## src/rtl/post_adder_stage.sv

```systemverilog
`default_nettype none
// ============================================================================
// post_adder_stage: 48-bit post add/subtract with P/CARRYOUT registers and a
// sticky signed-overflow flag. Optional compare: DSP_PATTERN_DETECT_EN.
// Revision: 1.0
// ============================================================================
module post_adder_stage #(
  parameter int          PREG        = 1,
  parameter int          CARRYOUTREG = 1,
  parameter logic [47:0] PATTERN     = 48'h0,
  parameter logic [47:0] MASK        = 48'h0
) (
  input  logic        clk,
  input  logic        RSTP,
  input  logic        CEP,
  input  logic        CECARRYOUT,
  input  logic [47:0] outOfX,
  input  logic [47:0] outOfZ,
  input  logic        outOfCYI,
  input  logic [7:0]  opmode,
  input  logic        in_valid,
  input  logic        clr_ovf,
  output logic [47:0] P,
  output logic [47:0] PCOUT,
  output logic        CARRYOUT,
  output logic        CARRYOUTF,
  output logic        out_valid,
  output logic        ovf
`ifdef DSP_PATTERN_DETECT_EN
  ,
  output logic        patterndetect
`endif
);

  logic        w_sub;
  logic [48:0] w_x_cy;
  logic [48:0] w_res;
  logic [47:0] w_r;
  logic        w_c;
  logic        w_v;
  logic        w_ovf_en;
  logic        r_ovf;

  // Folding CYI into X first makes bit 48 the carry on add and the borrow on subtract.
  assign w_sub  = opmode[7];
  assign w_x_cy = {1'b0, outOfX} + {48'd0, outOfCYI};
  assign w_res  = w_sub ? ({1'b0, outOfZ} - w_x_cy) : ({1'b0, outOfZ} + w_x_cy);
  assign w_r    = w_res[47:0];
  assign w_c    = w_res[48];
  assign w_v    = (w_sub ? (outOfX[47] != outOfZ[47]) : (outOfX[47] == outOfZ[47]))
                  && (w_r[47] != outOfZ[47]);

  assign w_ovf_en = (PREG != 0) ? CEP : 1'b1;

  // Set has priority over clear.
  always_ff @(posedge clk or posedge RSTP) begin
    if (RSTP) begin
      r_ovf <= 1'b0;
    end else if (w_ovf_en) begin
      if (in_valid && w_v) begin
        r_ovf <= 1'b1;
      end else if (clr_ovf) begin
        r_ovf <= 1'b0;
      end
    end
  end

  assign ovf = r_ovf;

  generate
    if (PREG != 0) begin : g_preg
      logic [47:0] r_p;
      logic        r_valid;
      always_ff @(posedge clk or posedge RSTP) begin
        if (RSTP) begin
          r_p     <= 48'd0;
          r_valid <= 1'b0;
        end else if (CEP) begin
          r_p     <= w_r;
          r_valid <= in_valid;
        end
      end
      assign P         = r_p;
      assign out_valid = r_valid;
    end else begin : g_pcomb
      assign P         = w_r;
      assign out_valid = in_valid;
    end
  endgenerate

  assign PCOUT = P;

  generate
    if (CARRYOUTREG != 0) begin : g_coreg
      logic r_co;
      always_ff @(posedge clk or posedge RSTP) begin
        if (RSTP) begin
          r_co <= 1'b0;
        end else if (CECARRYOUT) begin
          r_co <= w_c;
        end
      end
      assign CARRYOUT = r_co;
    end else begin : g_cocomb
      assign CARRYOUT = w_c;
    end
  endgenerate

  assign CARRYOUTF = CARRYOUT;

`ifdef DSP_PATTERN_DETECT_EN
  logic w_pd;
  assign w_pd = (((w_r ^ PATTERN) & ~MASK) == 48'd0);

  generate
    if (PREG != 0) begin : g_pd_reg
      logic r_pd;
      always_ff @(posedge clk or posedge RSTP) begin
        if (RSTP) begin
          r_pd <= 1'b0;
        end else if (CEP) begin
          r_pd <= w_pd;
        end
      end
      assign patterndetect = r_pd;
    end else begin : g_pd_comb
      assign patterndetect = w_pd;
    end
  endgenerate

  logic w_unused_ok;
  assign w_unused_ok = ^{opmode[6:0], CEP, CECARRYOUT};
`else
  logic w_unused_ok;
  assign w_unused_ok = ^{opmode[6:0], CEP, CECARRYOUT, PATTERN, MASK};
`endif

endmodule
`default_nettype wire
```

## config.mk

```make
export PLATFORM = sky130hd
export DESIGN_NAME = post_adder_stage
export DESIGN_NICKNAME = d
export VERILOG_FILES = /design/src/rtl/post_adder_stage.sv
export SDC_FILE = /design/constraint.sdc
export NUM_CORES = 1
export LEC_CHECK = 0
export CORE_MARGIN = 2
export CORE_UTILIZATION = 35
export DETAILED_ROUTE_END_ITERATION = 8
export PLACE_DENSITY_LB_ADDON = 0.2
export SLEW_MARGIN = 10
export SYNTH_ARGS = -nofsm -noshare
export SYNTH_HDL_FRONTEND = slang
export SYNTH_SLANG_ARGS = --single-unit
```

## constraint.sdc

```tcl
create_clock -name clk -period 1.6 [get_ports clk]
set_clock_uncertainty 0.2 [all_clocks]
set_input_delay 0.24 -clock clk [delete_from_list [all_inputs] [get_ports clk]]
set_output_delay 0.24 -clock clk [all_outputs]
set_load 0.03 [all_outputs]
```

# After elaboration in Yosys (flattened, before gate mapping)
# Index checks and enable logic that the tools add are counted.
word_totals:
  wordCells: 18
  output_inout_bits: 100
  ff_bits: 51
op_classes:
  n_reduce_logical: 4
  n_addsub: 3
  n_mux: 4
  eq_ne: 3
ops:
  columns: ["cell", "count"]
  rows:
  - ["48-bit by 1-bit adder with 49-bit output", 1]
  - ["48-bit by 49-bit adder with 49-bit output", 1]
  - ["49-bit two-way mux", 1]
  - ["48-bit by 49-bit subtractor with 49-bit output", 1]
  - ["1-bit two-way mux", 3]
  - ["1-bit logical AND", 2]
  - ["1-bit != test", 2]
  - ["2-bit AND reduction", 1]
  - ["2-bit nonzero test", 1]
  - ["1-bit == test", 1]

# Logic depth before layout (Yosys ltp)
# Gate-level depths: netlist of run 1.
depth:
  depth_word: 8
  ltp_mapped: 24
  depth_no_buf: 23

# Least setup slack after synthesis of run 1
# OpenSTA, ideal clock, no wires.
synth_timing:
  path_type: "input port to flip-flop"
  startpoint: "input port outOfX[0]"
  endpoint: "register r_ovf, in the netlist ovf"
  slack_ns: -3.665
  setup_ns: 0.071
  cell_stages: 24
  t_arrival_ns: 4.995
  t_required_ns: 1.329
  n_path_buf: 1
  path_cell_list: "ha_1 -> ha_1 -> inv_1 -> ha_1 -> or4b_1 -> o31ai_1 -> o31ai_1 -> a221oi_2 -> o2111a_1 -> and3_1 -> nor2_1 -> xor2_1 -> ha_1 -> clkbuf_1 -> a21o_1 -> a21o_1 -> a21oi_1 -> o221ai_1 -> a221oi_1 -> o21ai_0 -> a21oi_1 -> o21ai_1 -> or4_1 -> nand4_1"
synth_via:
  elab_chain_len: 8
  elab_cells_between_ends: 10
  classes_between: "add/sub: 3; eq/ne: 1; mux: 2; reduce/logical: 4"
synth_lines:
  columns: ["element", "line", "source"]
  rows:
  - ["from (decl)", "17", "input logic [47:0] outOfX,"]
  - ["48-bit by 1-bit adder with 49-bit output (*)", "46", "assign w_x_cy = {1'b0, outOfX} + {48'd0, outOfCYI};"]
  - ["48-bit by 49-bit adder with 49-bit output or 48-bit by 49-bit subtractor with 49-bit output (tied branches)", "47", "assign w_res = w_sub ? ({1'b0, outOfZ} - w_x_cy) : ({1'b0, outOfZ} + w_x_cy);"]
  - ["49-bit two-way mux (*)", "47", null]
  - ["1-bit != test (*)", "51", "&& (w_r[47] != outOfZ[47]);"]
  - ["1-bit logical AND (*)", "51", null]
  - ["1-bit logical AND (*)", "60", "if (in_valid && w_v) begin"]
  - ["2-bit nonzero test (no line)", null, null]
  - ["2-bit AND reduction (no line)", null, null]
  - ["to (signal assigned)", "58", "r_ovf <= 1'b0;"]
  - ["to (signal assigned)", "61", "r_ovf <= 1'b1;"]
  - ["to (signal assigned)", "63", "r_ovf <= 1'b0;"]
  - ["to (decl)", "42", "logic r_ovf;"]
# Every way passes the cells marked *; elsewhere a longest branch is shown, timed or not.
# A chain may end at the register's enable or synchronous reset.

# Worst setup path in the final report of run 1
layout_timing:
  startpoint: "input port outOfCYI"
  endpoint: "register g_coreg.r_co, in the netlist CARRYOUT"
layout_via:
  elab_chain_len: 3
  elab_cells_between_ends: 4
  classes_between: "add/sub: 3; mux: 1"
layout_lines:
  columns: ["element", "line", "source"]
  rows:
  - ["from (decl)", "19", "input logic outOfCYI,"]
  - ["48-bit by 1-bit adder with 49-bit output (*)", "46", null]
  - ["48-bit by 49-bit adder with 49-bit output or 48-bit by 49-bit subtractor with 49-bit output (tied branches)", "47", null]
  - ["49-bit two-way mux (*)", "47", null]
  - ["to (signal assigned)", "100", "r_co <= w_c;"]
  - ["to (decl)", "95", "logic r_co;"]
# Marks and branches as above.

==> reports/metrics.cfg, run 1 <==
[global_routing]
grt_pass1_vias=9389
grt.total_usage_pct=24.3
gr-total-overflow=0
grt_first_pass_wirelength_um=47200
grt_max_degree=52
antenna_found_initial=2

[sta]
fmax_mhz=208
setup_ws_ps=-3210
final.min_clock_period_ps=4810
min_period_over_period_pct=300
drv_slew=0
whs_ps=111
setup_viol=49
worst_pin_slew_ps=654
slew_headroom_pct=56.2
rsz0062_at_grt=true
hold_viol=0

[place]
place_congestion=0.920
dpl.hpwl_um=23100
numPortBuffers=203
dpl_worst_slack_ps=-4080

[route]
drc=0
wl_per_cell_um=16.6
wirelength_um=30600
drtAntennaViolNets=0
first_pass_iters=5
routed-via-count=9661
drt_iter0_drc=451
viasPerCell=5.23

[clock_tree]
cts_htree_levels=2
cts_tree=built
cts_root_buffer=clkbuf_16
ctsLongestPathBuffers=2
cts_inserted_buffers=5
clock_sinks=51
cts.clk_slew.worst_paths_ps=80
clk_latency_ps=310

[floorplanning]
ios=211
initial_core_util_pct=35.9
core_area_mm2=0.0220
die_h_um=154
rows=54
die_x_um=154
dieArea_mm2=0.0238

[synth]
synthCells=996
synth-edff-count=0
synth_commonest_cells=nand2_1, a21oi_1, xnor2_1, xor2_1, nor2_1
synthTopCellsByArea=dfrtp_1, ha_1, xnor2_1, xor2_1, mux2_2
yosysTopAreaCellShare_pct=16.2
netlist_area_mm2=0.00789
ys_ff_latch=51
seq_area_frac_synth_pct=16.2
synth.net_count=1160
synthArstFlopShare_pct=100
synth_ff_type=dfrtp_1
yosysMostFrequentCell=nand2_1
avgSynthCellArea_um2=7.93
synth_top_area_cell=dfrtp_1
yosys_warnings=0
netlist-cell-type-count=77

[run_status]
status=complete, but fails checks
violations=setup timing

[power]
p_per_area_mw_per_mm2=844
power_leakage_nw=6.84
ir_worst_vdd_mv=0.770

[flow_run]
drv_cap=0

[layout]
final_nets=1728
drive_above_1_share_pct=48.2
fillers=1744
synthToLayoutAreaGrowth_pct=87.6
utilization_pct=67.4

[setup_path]
critical_path.startpoint=outOfCYI
cp.required_ps=1600
cp.arrival_ps=4810
end_kind=flip-flop
r2r_start=P[45]
worstPathMaxFanout=3
crit_type=in -> reg
start_kind=input port

[worst_hold_path]
min-delay-start=CEP
hold_class=in -> reg

cell usage in the layout (no fill, tap or decap), types with 7 or more instances in the layout:
cell and n:
a211oi_2 8, a21o_1 31, a21oi_1 43, a21oi_2 21, a31oi_1 12, and2_1 7, and3_1 11, and3_4 8
and4_1 7, buf_4 410, buf_6 53, clkdlybuf4s50_1 77, dfrtp_1 51, dlygate4sd2_1 97, ha_1 42, inv_1 27
mux2_2 7, mux2_4 41, nand2_1 62, nand2_2 11, nand3_1 32, nand4_1 34, nor2_1 51, nor3_1 14
o21a_1 7, o21ai_0 9, o21ai_1 9, o21ai_2 16, o21bai_1 8, xnor2_1 58, xnor2_2 12, xor2_1 63
kinds of logic (layout without fill, tap and decap cells):
logic type               after synthesis  in the layout  share of synthesized area [%]
XOR/XNOR                             139            139                           15.4
buffers and inverters                130            699                           8.91
other                                  0              2                              0
AO/OA/AOI/OAI                        246            246                           20.7
flip-flops                            51             51                           16.2
adder cells (fa/ha/maj)               53             53                           8.50
AND/OR/NAND/NOR                      320            320                           22.3
multiplexers                          57             57                           8.04
cell type report:
type | count | area (um^2) | area share (%)
clock buffers | 5 | 125 | 0.845
multi-input cells | 815 | 7360 | 49.7
clock inverters | 3 | 43.8 | 0.296
well taps | 280 | 350 | 2.37
diodes | 2 | 5.00 | 0.0338
repair buffers | 660 | 5520 | 37.3
inverters | 31 | 125 | 0.845
flip-flops and latches | 51 | 1280 | 8.62
sequential cells by signal, indices dropped and copies added, names as in the netlist:
| name | count |
|---|---|
| P | 48 |
| CARRYOUT | 1 |
| out_valid | 1 |
| ovf | 1 |
critical path, cell delays in order:
cell and delay (ps):
buf_8 100, ha_4 150, ha_4 220, inv_4 60, ha_4 130, or4b_4 460, o31ai_4 90, o31ai_4 140
a21oi_2 150, mux2_4 330, o22ai_4 160, xnor2_2 120, ha_4 290, buf_6 100, buf_6 100, nand2_4 60
a2111oi_4 420, a211oi_2 130, a211oi_2 240, buf_4 160, o21ai_4 70, buf_4 150, o31ai_4 210, a31oi_1 130
xnor2_1 140, mux2_4 260
power breakdown:
part / internal [mW] / switching, mW
clock network: 0.741 / 0.576
registers: 1.76 / 0.345
logic: 4.23 / 4.84
total: 6.73 / 5.76
repair_timing:
item,4_1_cts,5_1_grt
hold buffers,0,0
endpoints found under the setup margin,141,54
pin swaps,103,95
gates resized for setup,324,120
setup buffers,55,38
final timing paths:
check	end	slack, ps	depth (start not counted)
setup reg to reg	P[45]	580	1
max in group asynchronous	out_valid	800	3
min in group asynchronous	P[18]	140	3
hold reg to reg	ovf	310	2
hold / removal	out_valid	110	2
setup / recovery	CARRYOUT	-3210	26
metrics by stage:
stage / instances / TNS [ps] / power, mW / area (um^2)
floorplan: 996 / -119210 / 7.25 / 8270
global placement: 1756 / -159950 / 10.3 / 12800
detailed placement: 1756 / -162290 / 10.4 / 12800
CTS: 1812 / -122680 / 11.9 / 14000
global route: 1847 / -132550 / 13.2 / 14800
finish: 1847 / -126480 / 12.5 / 14800
layer usage:
metal / GRT usage, % / vias up / wire length (um) / part of all wire [%]
li1: - / 4752 / - / -
met1: 33.7 / 4588 / 14100 / 46
met2: 39.9 / 285 / 14400 / 47
met3: 2.72 / 36 / 1500 / 4.9
met4: 6.90 / 0 / 623 / 2.0
met5: 0 / - / 0 / 0
No activity file was read; power rests on OpenSTA's default activity.
==> inputs of run 2 (changes only) <==
PLACE_DENSITY = 0.71   (was unset)
PLACE_DENSITY_LB_ADDON = unset   (was 0.2)
RECOVER_POWER = 50   (was unset)
REMOVE_ABC_BUFFERS = 1   (was unset)
==> run 2 against run 1 <==
  * The flow still finishes with violations (setup timing)
  * Combinational power down 1%
  * Cell count decreased by 1.2%
  * Flip-flop and latch count unchanged
  * First-iteration DRC count rose by 65%
  * Via count is 4.5% higher
  * Die area is the same
  * Utilization decreased by 1.6 points
  * Power fell by 1.8%
  * Sequential share of layout area up 0.21 points
  * Non-clock buffer count decreased by 23
  * Hold slack improved by 36 ps
  * Critical path type unchanged
  * Largest power group unchanged
==> reports/metrics.cfg, run 2 (same netlist as run 1, synthesis figures left out) <==
[run_status]
status=complete, but fails checks
violations=setup timing

[setup_path]
crit_type=in -> reg
start_kind=input port
cp_slowest_stage_delay_ps=480  ; +20 ps
path_common_cell=ha_4
cp.arrival_ps=5070  ; +260 ps
cp.required_ps=1600  ; about the same
crit_slowest_cell=or4b_4
worstPathMaxFanout=4  ; +1
end_kind=flip-flop

[layout]
largest_reg_flops=48  ; unchanged
layout.cells.most_common_list=buf_4, dlygate4sd2_1, clkdlybuf4s50_1
final_nets=1705  ; -1.3%
synthToLayoutAreaGrowth_pct=83.2
stdcell_area_mm2=0.0145  ; -2.3%
drive_above_1_share_pct=45.3  ; -2.9 points
layout_commonest_cell=buf_4
multiInputGateArea_mm2=0.00717  ; -2.6%
regArea_mm2=0.00128  ; unchanged
utilization_pct=65.9  ; -1.6 points
fillers=1661  ; -4.8%

[route]
routed-via-count=10091  ; +4.5%
drc=0  ; unchanged
wirelength_um=34500  ; +13%
drtAntennaViolNets=0  ; unchanged
drt_iter0_drc=742  ; +65%
wl_per_cell_um=18.9  ; +14%
viasPerCell=5.53  ; +5.8%
first_pass_iters=6  ; +1

[sta]
rsz0062_at_grt=true
setup_viol=53  ; +8.2%
final.min_clock_period_ps=5070  ; +264 ps
hold_viol=0  ; unchanged
slew_headroom_pct=44.6  ; -12 points
setup_ws_ps=-3470  ; -264 ps
drv_slew=0  ; unchanged
fmax_mhz=197  ; -5.2%
min_period_over_period_pct=317  ; +17 points
worst_pin_slew_ps=831  ; +177 ps

[clock_tree]
clock_sinks=51  ; unchanged
ctsLongestPathBuffers=2  ; unchanged
cts_root_buffer=clkbuf_16
cts_inserted_buffers=5  ; unchanged
cts_htree_levels=2  ; unchanged
clk_latency_ps=310  ; about the same
cts_tree=built
cts.clk_slew.worst_paths_ps=80  ; about the same

[floorplanning]
core_area_mm2=0.0220  ; unchanged
rows=54  ; unchanged
dieArea_mm2=0.0238  ; unchanged
die_x_um=154  ; unchanged
ios=211  ; unchanged
die_h_um=154  ; unchanged
initial_core_util_pct=35.9  ; unchanged

[place]
dpl.hpwl_um=23400  ; +1.1%
place_congestion=0.925  ; +0.60%
numPortBuffers=203  ; unchanged
placed_cell_area_mm2=0.0124  ; -3.3%

[power]
ir_worst_vdd_mv=0.595  ; -23%
p_per_area_mw_per_mm2=849  ; +0.60%
power.total_mw=12.3  ; -1.8%
power_leakage_nw=6.68  ; -2.3%

[flow_run]
drv_cap=0  ; unchanged

[global_routing]
antenna_found_initial=2  ; unchanged
gr-total-overflow=0  ; unchanged
grt.total_usage_pct=25.0  ; +0.69 points
grt_first_pass_wirelength_um=48500  ; +2.7%
grt_max_degree=52  ; unchanged
grt_pass1_vias=9400  ; +0.12%

[worst_hold_path]
hold_class=in -> reg

==> run 2: cell count changes in the layout (fill, tap and decap cells not counted), moves of 4 or more <==
| cell | previous run | this run |
|---|---|---|
| a21oi_2 | 21 | 16 |
| mux2_2 | 7 | 15 |
| a21oi_4 | 6 | 10 |
| mux2_4 | 41 | 33 |
| nand2_2 | 11 | 7 |
| o21bai_1 | 8 | 12 |
| clkbuf_2 | 6 | 0 |
| buf_4 | 410 | 374 |
| xor2_1 | 63 | 67 |
| dlygate4sd2_1 | 97 | 113 |
==> run 2: timing repair <==
item | in CTS | in global routing
setup buffers | 42 | 45
endpoints found under the setup margin | 149 | 49
pin swaps | 106 | 87
hold buffers | 0 | 0
resized for setup | 362 | 137
==> run 2: worst paths after layout <==
kind	start	endpoint	slack (ps)	cells past startpoint
setup / recovery	outOfX[0]	P[45]	-3470	25
setup reg to reg	P[7]	P[7]	500	1
min in group asynchronous	RSTP	P[13]	430	3
hold / removal	CEP	P[26]	150	3
max in group asynchronous	RSTP	P[25]	210	3
hold reg to reg	ovf	ovf	320	2
==> run 2: final cells by class <==
type | instances | share of cell area [%]
multi-input combinational | 815 | 49.6
timing repair buffer | 637 | 37.3
sequential | 51 | 8.83
tap | 280 | 2.42
clock buffer | 6 | 0.891
inverter | 31 | 0.822
clock inverter | 2 | 0.0865
antenna | 2 | 0.0346
==> run 2: critical path, delay by kind of cell <==
kind                     cells  cell delay, ps
XOR/XNOR                     2             230
buffers and inverters        5             620
AND/OR/NAND/NOR              5            1070
adder cells (fa/ha/maj)      4             920
AO/OA/AOI/OAI                7            1430
multiplexers                 2             540
==> run 2: metrics by stage <==
step / hold WS [ps] / setup slack (ps) / instances / setup TNS, ps
after floorplan: 125 / -3790 / 897 / -138620
after detailed placement: 300 / -4430 / 1739 / -174530
final: 147 / -3470 / 1824 / -134250
after CTS: 107 / -3230 / 1785 / -122120
after global routing: 169 / -3630 / 1824 / -139420
after global placement: 294 / -4360 / 1739 / -171270
==> run 2: power breakdown <==
part | total (mW) | leakage, nW | switching, mW | internal, mW
logic | 8.98 | 6.01 | 4.92 | 4.05
clock network | 1.17 | 0.0669 | 0.588 | 0.582
registers | 2.12 | 0.596 | 0.362 | 1.76
total | 12.3 | 6.68 | 5.87 | 6.40
==> run 2: metal layers <==
layer | up-vias | share of wire (%) | track usage (%)
met5 | - | 0 | 0
met1 | 4835 | 40 | 31.8
met4 | 0 | 4.9 | 8.06
met2 | 437 | 49 | 44.2
met3 | 125 | 5.5 | 2.63
li1 | 4694 | - | -
==> inputs of run 3 (changes only) <==
CTS_BUF_LIST = sky130_fd_sc_hd__clkbuf_8   (was unset)
==> run 3 against run 2 <==
  * The run still ends with setup timing left
  * Clock power shrank 27%
  * Sequential share of layout area shrank 0.052 points
  * Cell count rose by 0.99%
  * Non-clock buffer count rose by 15
  * Design area is 0.59% higher
  * Critical path depth stayed put
  * Sequential power rose by 2%
==> reports/metrics.cfg, run 3 (same netlist as run 1, synthesis figures left out) <==
[run_status]
status=complete, but fails checks
violations=setup timing

[setup_path]
cp.required_ps=1640  ; +40 ps
start_kind=input port
crit_type=in -> reg
worstPathMaxFanout=4  ; unchanged
cp.arrival_ps=4990  ; -80 ps
end_kind=flip-flop

[flow_run]
drv_cap=0  ; unchanged

[power]
ir_worst_vdd_mv=0.615  ; +3.4%
p_per_area_mw_per_mm2=835  ; -1.6%
power_leakage_nw=6.63  ; -0.69%
power.total_mw=12.1  ; -1.0%

[sta]
drv_slew=0  ; unchanged
slew_headroom_pct=45.1  ; +0.49 points
setup_viol=51  ; -3.8%
worst_pin_slew_ps=824  ; -7.36 ps
hold_viol=0  ; unchanged
final.min_clock_period_ps=4960  ; -112 ps
whs_ps=74.2  ; -73.0 ps
fmax_mhz=202  ; +2.3%
min_period_over_period_pct=310  ; -7.0 points
rsz0062_at_grt=true
setup_ws_ps=-3360  ; +112 ps

[global_routing]
grt_max_degree=52  ; unchanged
use_met1_pct=32.8  ; +1.1 points
grt_pass1_vias=9469  ; +0.73%
grt.total_usage_pct=25.4  ; +0.41 points
grt_first_pass_wirelength_um=49300  ; +1.7%
antenna_found_initial=3  ; +1
globalRouteMet2Util_pct=44.8  ; +0.58 points
use_met3_pct=2.61  ; -0.028 points
gr-total-overflow=0  ; unchanged
busiest_layer=met2

[clock_tree]
clk_latency_ps=340  ; +30 ps
clock_sinks=51  ; unchanged
cts_htree_levels=2  ; unchanged
cts_root_buffer=clkbuf_8
cts.clk_slew.worst_paths_ps=110  ; +30 ps
ctsLongestPathBuffers=2  ; unchanged
cts_inserted_buffers=5  ; unchanged
cts_hold_buf=0  ; unchanged
cts_tree=built

[place]
dpl.cell_count=1739  ; unchanged
dpl.hpwl_um=23400  ; unchanged
numPortBuffers=203  ; unchanged
placed_cell_area_mm2=0.0124  ; unchanged
dpl_worst_slack_ps=-4430  ; unchanged
place_congestion=0.925  ; unchanged

[floorplanning]
ios=211  ; unchanged
dieArea_mm2=0.0238  ; unchanged
core_area_mm2=0.0220  ; unchanged
rows=54  ; unchanged
initial_core_util_pct=35.9  ; unchanged
die_x_um=154  ; unchanged
die_h_um=154  ; unchanged

[layout]
layout.cells.most_common_list=buf_4, clkdlybuf4s50_1, xor2_1
layout_commonest_cell=buf_4
stdcell_area_mm2=0.0145  ; +0.59%
drive_above_1_share_pct=47.8  ; +2.5 points
largest_reg_flops=48  ; unchanged
final_cells=1842  ; +0.99%
synthToLayoutAreaGrowth_pct=84.3
final_nets=1720  ; +0.88%

[route]
wirelength_um=34100  ; -0.99%
drtAntennaViolNets=0  ; unchanged
wl_per_cell_um=18.5  ; -2.0%
drc=0  ; unchanged
drt_iter0_drc=717  ; -3.4%
routed-via-count=9980  ; -1.1%
first_pass_iters=5  ; -1
viasPerCell=5.42  ; -2.1%

[worst_hold_path]
hold_class=in -> reg

==> run 3: cell count changes in the layout (fill, tap and decap cells not counted), moves of 4 or more <==
cell             previous run  this run
buf_6                      56        63
dlygate4sd2_1             113        23
a21oi_2                    16        20
clkbuf_1                    1         6
clkbuf_2                    0        23
buf_4                     374       381
clkbuf_16                   5         0
clkbuf_8                    0         5
clkdlybuf4s15_1             3        64
nand2_2                     7        11
==> run 3: timing repair <==
item / CTS / global route
setup endpoints to repair: 149 / 131
hold endpoints to repair: 0 / 0
resized for setup: 395 / 240
pin swaps: 105 / 99
buffers inserted: 47 / 55
cloned: 0 / 0
==> run 3: stage by stage <==
stage | util (%) | TNS [ps]
6_report | 66.2 | -130580
3_5_place_dp | 56.5 | -174530
5_1_grt | 66.2 | -136160
2_1_floorplan | - | -138620
4_1_cts | 62.3 | -120490
3_3_place_gp | 56.5 | -171270
==> run 3: final cells by class <==
class | instances | area, um^2
Antenna cell | 5 | 12.5
Clock buffer | 5 | 68.8
Clock inverter | 3 | 16.3
Fill cell | 1612 | 7410
Inverter | 31 | 119
Multi-Input combinational cell | 815 | 7200
Sequential cell | 51 | 1280
Tap cell | 280 | 350
Timing Repair Buffer | 652 | 5500
==> run 3: critical path, cell delays in order <==
cell and delay, ps:
buf_8 100, ha_4 160, ha_4 230, inv_4 60, ha_4 130, or4b_4 480, o31ai_4 100, o31ai_4 150
buf_4 170, mux2_2 270, o21ai_2 120, xnor2_1 90, ha_1 420, buf_6 140, and4_4 260, nand2_4 60
a211oi_4 200, nor3_4 70, o32a_1 380, and3_4 170, o31a_1 310, buf_12 150, o211ai_1 180, xor2_1 90
mux2_4 250
==> run 3: metal layers <==
| layer | part of all wire (%) | vias up |
|---|---|---|
| li1 | - | 4722 |
| met1 | 42 | 4791 |
| met2 | 49 | 365 |
| met3 | 4.9 | 102 |
| met4 | 4.6 | 0 |
| met5 | 0 | - |
==> run 3: worst paths after layout <==
path / endpoint / slack, ps / cells past startpoint / startpoint
max: P[45] / -3360 / 25 / outOfX[0]
min: P[26] / 70 / 3 / CEP
max reg2reg: P[6] / 530 / 1 / P[6]
min reg2reg: ovf / 330 / 2 / ovf
max in group asynchronous: CARRYOUT / 250 / 3 / RSTP
min in group asynchronous: P[13] / 390 / 3 / RSTP
==> run 3: where the power goes <==
part | internal, mW | switching [mW]
registers | 1.76 | 0.403
clock network | 0.303 | 0.555
logic | 4.17 | 4.95
